**src/rtl/poly_bank_loader.sv**
```systemverilog
// poly_bank_loader
//   Streams NTT coefficients into bank set A or B (load), or streams a bank
//   set back out in index order (dump). Index i maps to bank i mod NUM_BANKS,
//   address i / NUM_BANKS.
//
//   Optional build macro: LOADER_BITREV_EN -- bit-reverse the IDX_W-bit index
//   before the bank/address mapping (both load and dump).
//
// Ports
//   clk, rst          clock (rising edge), asynchronous active-low reset
//   start/mode/length operation request, sampled in IDLE only
//                     mode: 00 load A, 01 load B, 10 dump A, 11 dump B
//   s_valid/s_ready/s_data   input coefficient stream (load)
//   bank_we/bank_re   one-hot bank write/read enables
//   bank_set          0 = set A, 1 = set B
//   bank_addr         shared bank address
//   bank_wdata        write data
//   bank_rdata        read data, valid one cycle after bank_re
//   m_valid/m_ready/m_data   output coefficient stream (dump)
//   busy              not idle
//   done              one-cycle completion pulse
//   err               one-cycle pulse with done for an illegal length
module poly_bank_loader #(
  parameter int DATA_W     = 256,
  parameter int NUM_BANKS  = 8,
  parameter int BANK_DEPTH = 128,
  parameter int IDX_W      = 10
) (
  input  logic                          clk,
  input  logic                          rst,
  input  logic                          start,
  input  logic [1:0]                    mode,
  input  logic [IDX_W:0]                length,
  input  logic                          s_valid,
  output logic                          s_ready,
  input  logic [DATA_W-1:0]             s_data,
  output logic [NUM_BANKS-1:0]          bank_we,
  output logic [NUM_BANKS-1:0]          bank_re,
  output logic                          bank_set,
  output logic [$clog2(BANK_DEPTH)-1:0] bank_addr,
  output logic [DATA_W-1:0]             bank_wdata,
  input  logic [DATA_W-1:0]             bank_rdata,
  output logic                          m_valid,
  input  logic                          m_ready,
  output logic [DATA_W-1:0]             m_data,
  output logic                          busy,
  output logic                          done,
  output logic                          err
);

  localparam int BANK_W = $clog2(NUM_BANKS);
  localparam int ADDR_W = $clog2(BANK_DEPTH);
  localparam logic [IDX_W:0] MAX_LEN = (IDX_W+1)'(NUM_BANKS * BANK_DEPTH);

  typedef enum logic [2:0] {
    S_IDLE,
    S_LOAD,
    S_DUMP,
    S_FLUSH,
    S_FIN
  } state_t;

  state_t state, state_nxt;

  logic [IDX_W-1:0]  idx;       // next index to write / read
  logic [IDX_W-1:0]  out_cnt;   // dump beats delivered so far
  logic [IDX_W-1:0]  last_idx;  // length - 1
  logic              set_r;
  logic              err_r;

  // Dump output buffer: 2-entry FIFO plus one read in flight.
  logic [DATA_W-1:0] buf_q [2];
  logic              wr_ptr, rd_ptr;
  logic [1:0]        occ;
  logic              rd_pend;

  logic              len_bad, beat, issue, pop, push, pop_buf;
  logic [1:0]        fill;
  logic [IDX_W-1:0]  pidx;
  logic [BANK_W-1:0] bsel;
  logic [ADDR_W-1:0] paddr;
  logic [NUM_BANKS-1:0] bank_oh;

  always_comb begin
    pidx = '0;
`ifdef LOADER_BITREV_EN
    for (int unsigned i = 0; i < IDX_W; i++) pidx[i] = idx[IDX_W-1-i];
`else
    pidx = idx;
`endif
  end

  assign bsel    = pidx[BANK_W-1:0];
  assign paddr   = pidx[BANK_W +: ADDR_W];
  assign bank_oh = NUM_BANKS'(1) << bsel;

  assign len_bad = (length == '0) || (length > MAX_LEN);
  assign beat    = (state == S_LOAD) && s_valid;
  assign fill    = occ + {1'b0, rd_pend};
  assign issue   = (state == S_DUMP) && (fill < 2'd2);

  // A read returning with an empty buffer is presented directly on m_data;
  // if it is not taken that cycle it lands in the buffer with the same value,
  // so the stalled output stays stable.
  assign m_valid = (occ != 2'd0) || rd_pend;
  assign m_data  = (occ != 2'd0) ? buf_q[rd_ptr] : (rd_pend ? bank_rdata : '0);
  assign pop     = m_valid && m_ready;
  assign push    = rd_pend && !((occ == 2'd0) && pop);
  assign pop_buf = pop && (occ != 2'd0);

  assign s_ready    = (state == S_LOAD);
  assign bank_we    = beat  ? bank_oh : '0;
  assign bank_re    = issue ? bank_oh : '0;
  assign bank_addr  = (beat || issue) ? paddr : '0;
  assign bank_wdata = beat ? s_data : '0;
  assign bank_set   = set_r;
  assign busy       = (state != S_IDLE);
  assign done       = (state == S_FIN);
  assign err        = (state == S_FIN) && err_r;

  always_comb begin
    state_nxt = state;
    case (state)
      S_IDLE: begin
        if (start) begin
          if (len_bad)      state_nxt = S_FIN;
          else if (mode[1]) state_nxt = S_DUMP;
          else              state_nxt = S_LOAD;
        end
      end
      S_LOAD:  if (beat && (idx == last_idx))     state_nxt = S_FIN;
      S_DUMP:  if (issue && (idx == last_idx))    state_nxt = S_FLUSH;
      S_FLUSH: if (pop && (out_cnt == last_idx))  state_nxt = S_FIN;
      S_FIN:   state_nxt = S_IDLE;
      default: state_nxt = S_IDLE;
    endcase
  end

  always_ff @(posedge clk or negedge rst) begin
    if (!rst) begin
      state    <= S_IDLE;
      idx      <= '0;
      out_cnt  <= '0;
      last_idx <= '0;
      set_r    <= 1'b0;
      err_r    <= 1'b0;
      buf_q[0] <= '0;
      buf_q[1] <= '0;
      wr_ptr   <= 1'b0;
      rd_ptr   <= 1'b0;
      occ      <= 2'd0;
      rd_pend  <= 1'b0;
    end else begin
      state   <= state_nxt;
      rd_pend <= issue;
      if ((state == S_IDLE) && start) begin
        set_r    <= mode[0];
        err_r    <= len_bad;
        last_idx <= IDX_W'(length - (IDX_W+1)'(1));
        idx      <= '0;
        out_cnt  <= '0;
      end else begin
        // Hold at length-1 so the index never wraps within an operation.
        if ((beat || issue) && (idx != last_idx)) idx <= idx + IDX_W'(1);
        if (pop && (out_cnt != last_idx))         out_cnt <= out_cnt + IDX_W'(1);
      end
      if (push) begin
        buf_q[wr_ptr] <= bank_rdata;
        wr_ptr        <= ~wr_ptr;
      end
      if (pop_buf) rd_ptr <= ~rd_ptr;
      occ <= occ + {1'b0, push} - {1'b0, pop_buf};
    end
  end

endmodule

```
**config.mk**
```make
export PLATFORM = sky130hd
export DESIGN_NAME = poly_bank_loader
export DESIGN_NICKNAME = d
export VERILOG_FILES = /design/src/rtl/poly_bank_loader.sv
export SDC_FILE = /design/constraint.sdc
export NUM_CORES = 1
export LEC_CHECK = 0
export CAP_MARGIN = 20
export CORE_AREA = 2 2 422 424
export DETAILED_ROUTE_END_ITERATION = 10
export DIE_AREA = 0 0 424 426
export GPL_TIMING_DRIVEN = 0
export REMOVE_ABC_BUFFERS = 1
export SLEW_MARGIN = 10
export SYNTH_ARGS = -nofsm -noshare
export SYNTH_HDL_FRONTEND = slang
export SYNTH_SLANG_ARGS = --single-unit
```
**constraint.sdc**
```tcl
create_clock -name clk -period 2.4 [get_ports clk]
set_input_delay 0.48 -clock clk [delete_from_list [all_inputs] [get_ports clk]]
set_output_delay 0.48 -clock clk [all_outputs]
set_load 0.01 [all_outputs]
```
==> results of run 1 <==
-- state kept, by name (all words and copies together), names as in the netlist --
| register | cells |
|---|---|
| buf_q | 512 |
| idx | 10 |
| last_idx | 10 |
| out_cnt | 10 |
| state | 3 |
| occ | 2 |
| bank_set | 1 |
| err_r | 1 |
| rd_pend | 1 |
| rd_ptr | 1 |
| wr_ptr | 1 |
-- layout make-up --
type,count,share of cell area
clock inverter,27,0.00646
inverter,12,0.000901
timing repair buffer,1388,0.310
clock buffer,96,0.0392
multi-input combinational,1768,0.301
sequential,552,0.277
antenna,148,0.00741
tap,2340,0.0586
-- worst max-delay path, cell delays in order, from the launching register on --
cell,delay (ns)
dfrtp_2,0.43
and4bb_4,0.38
buf_12,0.17
buf_8,0.14
buf_16,0.17
and2_4,0.30
clkbuf_2,0.19
-- report_power, final --
part / switching (mW) / leakage (nW) / internal [mW]
combinational: 19.4 / 14.5 / 19.3
clock: 4.59 / 1.12 / 6.03
sequential: 2.31 / 6.80 / 13.7
total: 26.3 / 22.4 / 39.1
-- metal layers --
metal | track usage | wire, µm | share of wire | vias to the layer above
li1 | - | - | - | 11800
met3 | 0.0663 | 14500 | 0.070 | 473
met4 | 0.238 | 26300 | 0.13 | 22
met5 | 0.00450 | 223 | 0.0011 | -
met1 | 0.169 | 59700 | 0.29 | 13800
met2 | 0.380 | 108000 | 0.52 | 1120
-- through the flow --
| step | std cells | setup slack (ns) | setup TNS [ns] |
|---|---|---|---|
| after floorplan | 2327 | -14.32 | -9649.07 |
| after global placement | 5737 | -31.76 | - |
| after detailed placement | 5790 | -1.57 | -846.99 |
| after CTS | 6033 | -0.918 | -629.70 |
| after global routing | 6291 | -0.627 | -363.09 |
| final | 6331 | -0.556 | -258.45 |
-- synth_stat cells, types with 2 or more instances --
library cell and n:
and3_1 16, o21bai_1 2, o21ai_0 275, xor2_1 17, nor2_1 13, nand2b_1 3, o41ai_1 2, nand3b_1 2
o31a_1 2, or4_1 2, o31ai_1 3, nor2b_1 9, mux2_2 512, a21oi_1 13, and4_1 2, ha_1 11
nand3_1 266, mux2i_1 261, clkbuf_1 112, dfrtp_1 552, xnor2_1 17, buf_1 23, nor3_1 5, nand4_1 7
or3_1 6, nor4_1 7, buf_2 51, a31oi_1 2, inv_1 12, and2_1 260, nand2_1 37, buf_4 25
-- cells by family after synthesis --
| logic type | synth area share |
|---|---|
| buffers and inverters | 0.0349 |
| and+or+nand+nor | 0.124 |
| muxes | 0.291 |
| AOI/OAI and AO/OA | 0.0553 |
| xor gates and xnor gates | 0.0103 |
| adders and majority gates | 0.00478 |
| DFF | 0.480 |
-- worst paths after layout --
path	from	end	slack (ns)	cells after the start
min in group asynchronous	rst	buf_q[330]	0.68	3
max	state[2]	bank_wdata[44]	-0.56	6
max reg2reg	occ[1]	buf_q[71]	-0.36	9
min	mode[0]	bank_set	0.38	3
min reg2reg	err_r	err_r	0.49	2
max in group asynchronous	rst	buf_q[498]	-0.24	6
-- repair_timing --
action,CTS,global route
cloned,43,51
hold buffers,2,0
pin swaps,15,78
resized for setup,867,1777
setup endpoints to repair,1054,1184
setup buffers,75,112
hold endpoints to repair,68,0
==> metrics.md, run 1 <==
| Metric | Value |
|---|---|
| Run status | `finished with violations` |
| Violations in the final reports | `setup timing` |
| Setup-violating endpoint count in the final report | `841` |
| IO buf count | `around 1,100` |
| Placement row count | `154` |
| Count of unresolved DRC violations after routing | `0` |
| Drt via density | `about 4.3` |
| Commonest non-fill, non-tap cells in the layout | `544 x dfrtp_1, 532 x clkdlybuf4s50_1, 512 x mux2_2` |
| PD cells | `approximately 1300 nW/µm²` |
| Most used flip-flop cell after synthesis | `dfrtp_1` |
| Tightest Hold Check Type | `in -> reg` |
| Buffer depth of the longest clock path | `3` |
| LEAKAGE | `approximately 22 nW` |
| Depth of the CTS H-tree | `3` |
| 1st-pass router iterations | `5` |
| Maximum number of pins on one net before global-route repair | `103` |
| Type of destination of the critical path | `output port` |
| Transition at the pin with the smallest max-transition slack | `between 1 and 1.5 ns` |
| RSZ-0062 raised after global routing | `true` |
| Fraction of post-synthesis cell area in the top cell type by area | `0.480` |
| Number of pins exceeding their max-slew limit in the final report | `0` |
| Num ports | `1,071` |
| Storage cell area | `13,800 µm²` |
| DRC violation total after the first TritonRoute iteration | `~1,700` |
| Number of synthesized flops with an enable pin | `0` |
| Total of fill cells in the finished design | `18,200` |
| Layout net count | `4,333` |
| Number of cells produced by synthesis | `2,539` |
| Yosys Warn Count | `0` |
| Via count of the first global-routing pass | `26,300` |
| Number of sinks handled by clock tree synthesis | `approximately 550` |
| CTS buffer count | `70` |
| Starting density of the core | `0.164` |
| Worst slew margin relative to its limit | `0.211` |
| Average wire length per cell after detail routing | `33.0 µm` |
| HPWL after detailed placement | `approximately 150,000 µm` |
| Final core occ | `0.284` |
| Number of storage elements in the synthesis netlist | `552` |
| Peak supply drop | `~590 µV` |
| Area used by multi-input combinational logic | `~15,000 µm²` |
| Fin Hold WS | `about 0.38 ns` |
| Global-route wire length before repair | `252,000 µm` |
| Root Driver | `clkbuf_16` |
| Vertical die dimension | `between 400 and 500 µm` |
| Overall Global Routing Usage | `0.210` |
| Share of the clock period used by the worst path after layout | `1.23` |
| Maxcap violations | `0` |
| Congestion Overflow GR | `0` |
| CP Launch Type | `flip-flop` |
| Signed area change from the synthesized netlist to the final layout | `73.6%` |
| Placed cell areas | `42,800 µm²` |
| Layout cells sized above 1 | `0.429` |
| Die width | `approximately 420 µm` |
| Die Footprint | `181,000 µm²` |
| Post-DRT Antenna Nets | `0` |
| Combined area of all synthesized cells | `28,800 µm²` |
| Most area-hungry cell type in the Yosys netlist | `dfrtp_1` |
| Vias | `27,200` |
| Post-synthesis cell type count | `44` |
| Mean post-synth cell area | `11.3 µm²` |
| Seq/Total Area, Yosys | `0.480` |
| Top area cells in the synthesized netlist | `dfrtp_1 48%, mux2_2 20%, mux2i_1 9.1%, and2_1 5.6%, o21ai_0 4.8%` |
| Core region area | `between 150,000 and 200,000 µm²` |
| Clk_lat worst skew | `0.69 ns` |
| Required time at the endpoint of the critical path | `between 1.5 and 2 ns` |
| Data arrival time of the critical path | `between 2 and 2.5 ns` |
| Final worst slack | `-0.556 ns` |
| Final weighted congestion in routability-driven placement | `1.02` |
| Kind of critical path | `reg -> out` |
| Tmin final | `2.96 ns` |
| Clock transition at path regs | `0.06 ns` |
| Post-synthesis async set-or-reset flop share | `1.00` |
| Final hold violation count | `0` |
| Highest clock rate | `338 MHz` |
| Routed wire length | `209,000 µm` |
| Initial antenna violation count | `93` |
| Worst Path Max Fanout | `7` |
| Total power draw | `65.4 mW` |
| Commonest non-fill, non-tap cell in the layout | `dfrtp_1` |
| CTS tree | `yes` |
| Setup clock skew after layout | `0.0520 ns` |
| Summed area of non-filler cells in the final layout | `50,000 µm²` |
No activity file was read; power rests on OpenSTA's default activity.
==> inputs of run 2 (changes only) <==
RECOVER_POWER = 25   (was unset)
==> run 2 against run 1 <==
  * The flow finishes with violations (slew limit, setup timing)
  * Setup slack about the same
  * Global-route usage did not move
  * Clock-buffer cell count did not move
  * Die area unchanged
  * Sequential share of layout area hardly changed
  * Via count about the same
  * Total power barely moved
  * First-iteration DRC count is 0.12% lower
  * Wire length barely moved
  * Critical path type unchanged
  * Highest routed layer unchanged
==> metrics.md, run 2 (synthesized netlist as in run 1, its figures left out) <==
| Metric | Value |
|---|---|
| Worst slew margin relative to its limit | `-0.0162` |
| Maximum number of pins on one net before global-route repair | `approximately 100` |
| Transition at the pin with the smallest max-transition slack | `around 1.5 ns` |
| Kind of critical path | `reg -> out` |
| Required time at the endpoint of the critical path | `1.92 ns` |
| Share of the clock period used by the worst path after layout | `1.23` |
| Via count of the first global-routing pass | `between 20,000 and 30,000` |
| CTS buffer count | `70` |
| Count of unresolved DRC violations after routing | `0` |
| Die width | `~420 µm` |
| Run status | `finished with violations` |
| Highest metal layer used by the detailed router | `met5` |
| CTS tree | `yes` |
| Placed Cells | `a little under 6,000` |
| Post-route insts no fill | `~6,300` |
| Met3 routed WL | `around 15,000 µm` |
| Tightest Hold Check Type | `in -> reg` |
| Violations in the final reports | `slew limit, setup timing` |
| Tmin final | `2.96 ns` |
| Root Driver | `clkbuf_16` |
| Highest clock rate | `338 MHz` |
| Biggest register | `buf_q` |
| PD cells | `1310 nW/µm²` |
| Vertical die dimension | `426 µm` |
| Number of pins exceeding their max-slew limit in the final report | `75` |
| Final core occ | `0.284` |
| Die Footprint | `181,000 µm²` |
| Minimum setup slack after placement | `-1.57 ns` |
| Placement row count | `154` |
| Final hold violation count | `0` |
| Drt via density | `between 4 and 5` |
| Final worst slack | `-0.556 ns` |
| Layout net count | `about 4,300` |
| Data arrival time of the critical path | `between 2 and 2.5 ns` |
| 1st-pass router iterations | `5` |
| Number of sinks handled by clock tree synthesis | `552` |
| Routed wire length | `approximately 210,000 µm` |
| Buffer depth of the longest clock path | `3` |
| Core region area | `around 180,000 µm²` |
| Num ports | `around 1,100` |
| Signed area change from the synthesized netlist to the final layout | `73.5%` |
| HPWL after detailed placement | `148,000 µm` |
| Setup clock skew after layout | `0.0520 ns` |
| Commonest non-fill, non-tap cell in the layout | `dfrtp_1` |
| Storage cell area | `13,800 µm²` |
| Average wire length per cell after detail routing | `roughly 33 µm` |
| Initial antenna violation count | `93` |
| Congestion Overflow GR | `0` |
| Final setup TNS | `-242.27 ns` |
| Met1 routed wirelength after detailed routing | `between 50,000 and 60,000 µm` |
| Clk_lat worst skew | `0.69 ns` |
| Overall Global Routing Usage | `0.210` |
| Max FFs per register | `roughly 510` |
| Final weighted congestion in routability-driven placement | `~1.0` |
| IO buf count | `roughly 1,100` |
| Global-route wire length before repair | `252,000 µm` |
| Peak supply drop | `a little under 600 µV` |
| Commonest non-fill, non-tap cells in the layout | `544 x dfrtp_1, 532 x clkdlybuf4s50_1, 512 x mux2_2` |
| Layout cells sized above 1 | `0.429` |
| Reg-to-reg slack, setup | `-0.36 ns` |
| Area used by multi-input combinational logic | `between 15,000 and 20,000 µm²` |
| Type of destination of the critical path | `output port` |
| RSZ-0062 raised after global routing | `true` |
| Setup-violating endpoint count in the final report | `826` |
| Met2 wirelength from detailed routing | `108,000 µm` |
| Maxcap violations | `0` |
| Clock transition at path regs | `0.06 ns` |
| CP Launch Type | `flip-flop` |
| Worst Path Max Fanout | `7` |
| Vias | `27,200` |
| Starting density of the core | `0.164` |
| Total of fill cells in the finished design | `between 15,000 and 20,000` |
| Depth of the CTS H-tree | `3` |
| DRC violation total after the first TritonRoute iteration | `1,707` |
| LEAKAGE | `22.4 nW` |
| Fin Hold WS | `approximately 0.38 ns` |
| Post-DRT Antenna Nets | `0` |
-- run 2: cell types whose count changed in the layout (fill, tap and decap cells not counted) --
cell      change
buf_16        -2
clkbuf_4      +2
-- run 2: layer usage --
| layer | GRT usage | vias to the layer above |
|---|---|---|
| met3 | 0.0663 | 481 |
| met1 | 0.169 | 13800 |
| met5 | 0.00450 | - |
| met4 | 0.238 | 22 |
| li1 | - | 11800 |
| met2 | 0.380 | 1129 |
-- run 2: through the flow --
stage | cell area, µm² | power [mW]
after floorplan | 27800 | 27.9
after global placement | 41500 | 38.6
after detailed placement | 42800 | 47.3
after CTS | 47100 | 62.3
after global routing | 49800 | 68.0
final | 49900 | 65.3
-- run 2: timing repair --
item / 4_1_cts / 5_1_grt
endpoints found under the setup margin: 1054 / 1184
hold buffers: 2 / 0
setup buffers: 75 / 112
gates resized for setup: 867 / 1777
pin swaps: 15 / 78
cloned: 43 / 51
hold endpoints to repair: 68 / 0
-- run 2: path summary, 6_finish.rpt --
kind	cells after the start	to	from
min in group asynchronous	3	buf_q[426]	rst
worst max-delay path	6	bank_wdata[44]	state[2]
worst min register to register	2	err_r	err_r
worst min-delay path	3	bank_set	mode[0]
worst max register to register	9	buf_q[71]	occ[1]
max in group asynchronous	6	buf_q[282]	rst
-- run 2: worst max-delay path, stage by stage (launching register included) --
cell and delay [ns]:
dfrtp_2 0.43, and4bb_4 0.38, buf_12 0.17, buf_8 0.14
buf_16 0.17, and2_4 0.30, clkbuf_2 0.19
-- run 2: cell type report --
| cell class | instances | area share |
|---|---|---|
| tap | 2340 | 0.0586 |
| sequential | 552 | 0.277 |
| antenna | 148 | 0.00741 |
| clock buffer | 96 | 0.0393 |
| timing repair buffer | 1388 | 0.309 |
| multi-input combinational | 1768 | 0.302 |
| inverter | 12 | 0.000902 |
| clock inverter | 27 | 0.00646 |
-- run 2: power by group --
group / internal (mW) / leakage (nW) / switching (mW)
registers: 13.7 / 6.80 / 2.32
clock network: 6.03 / 1.12 / 4.59
logic: 19.3 / 14.5 / 19.3
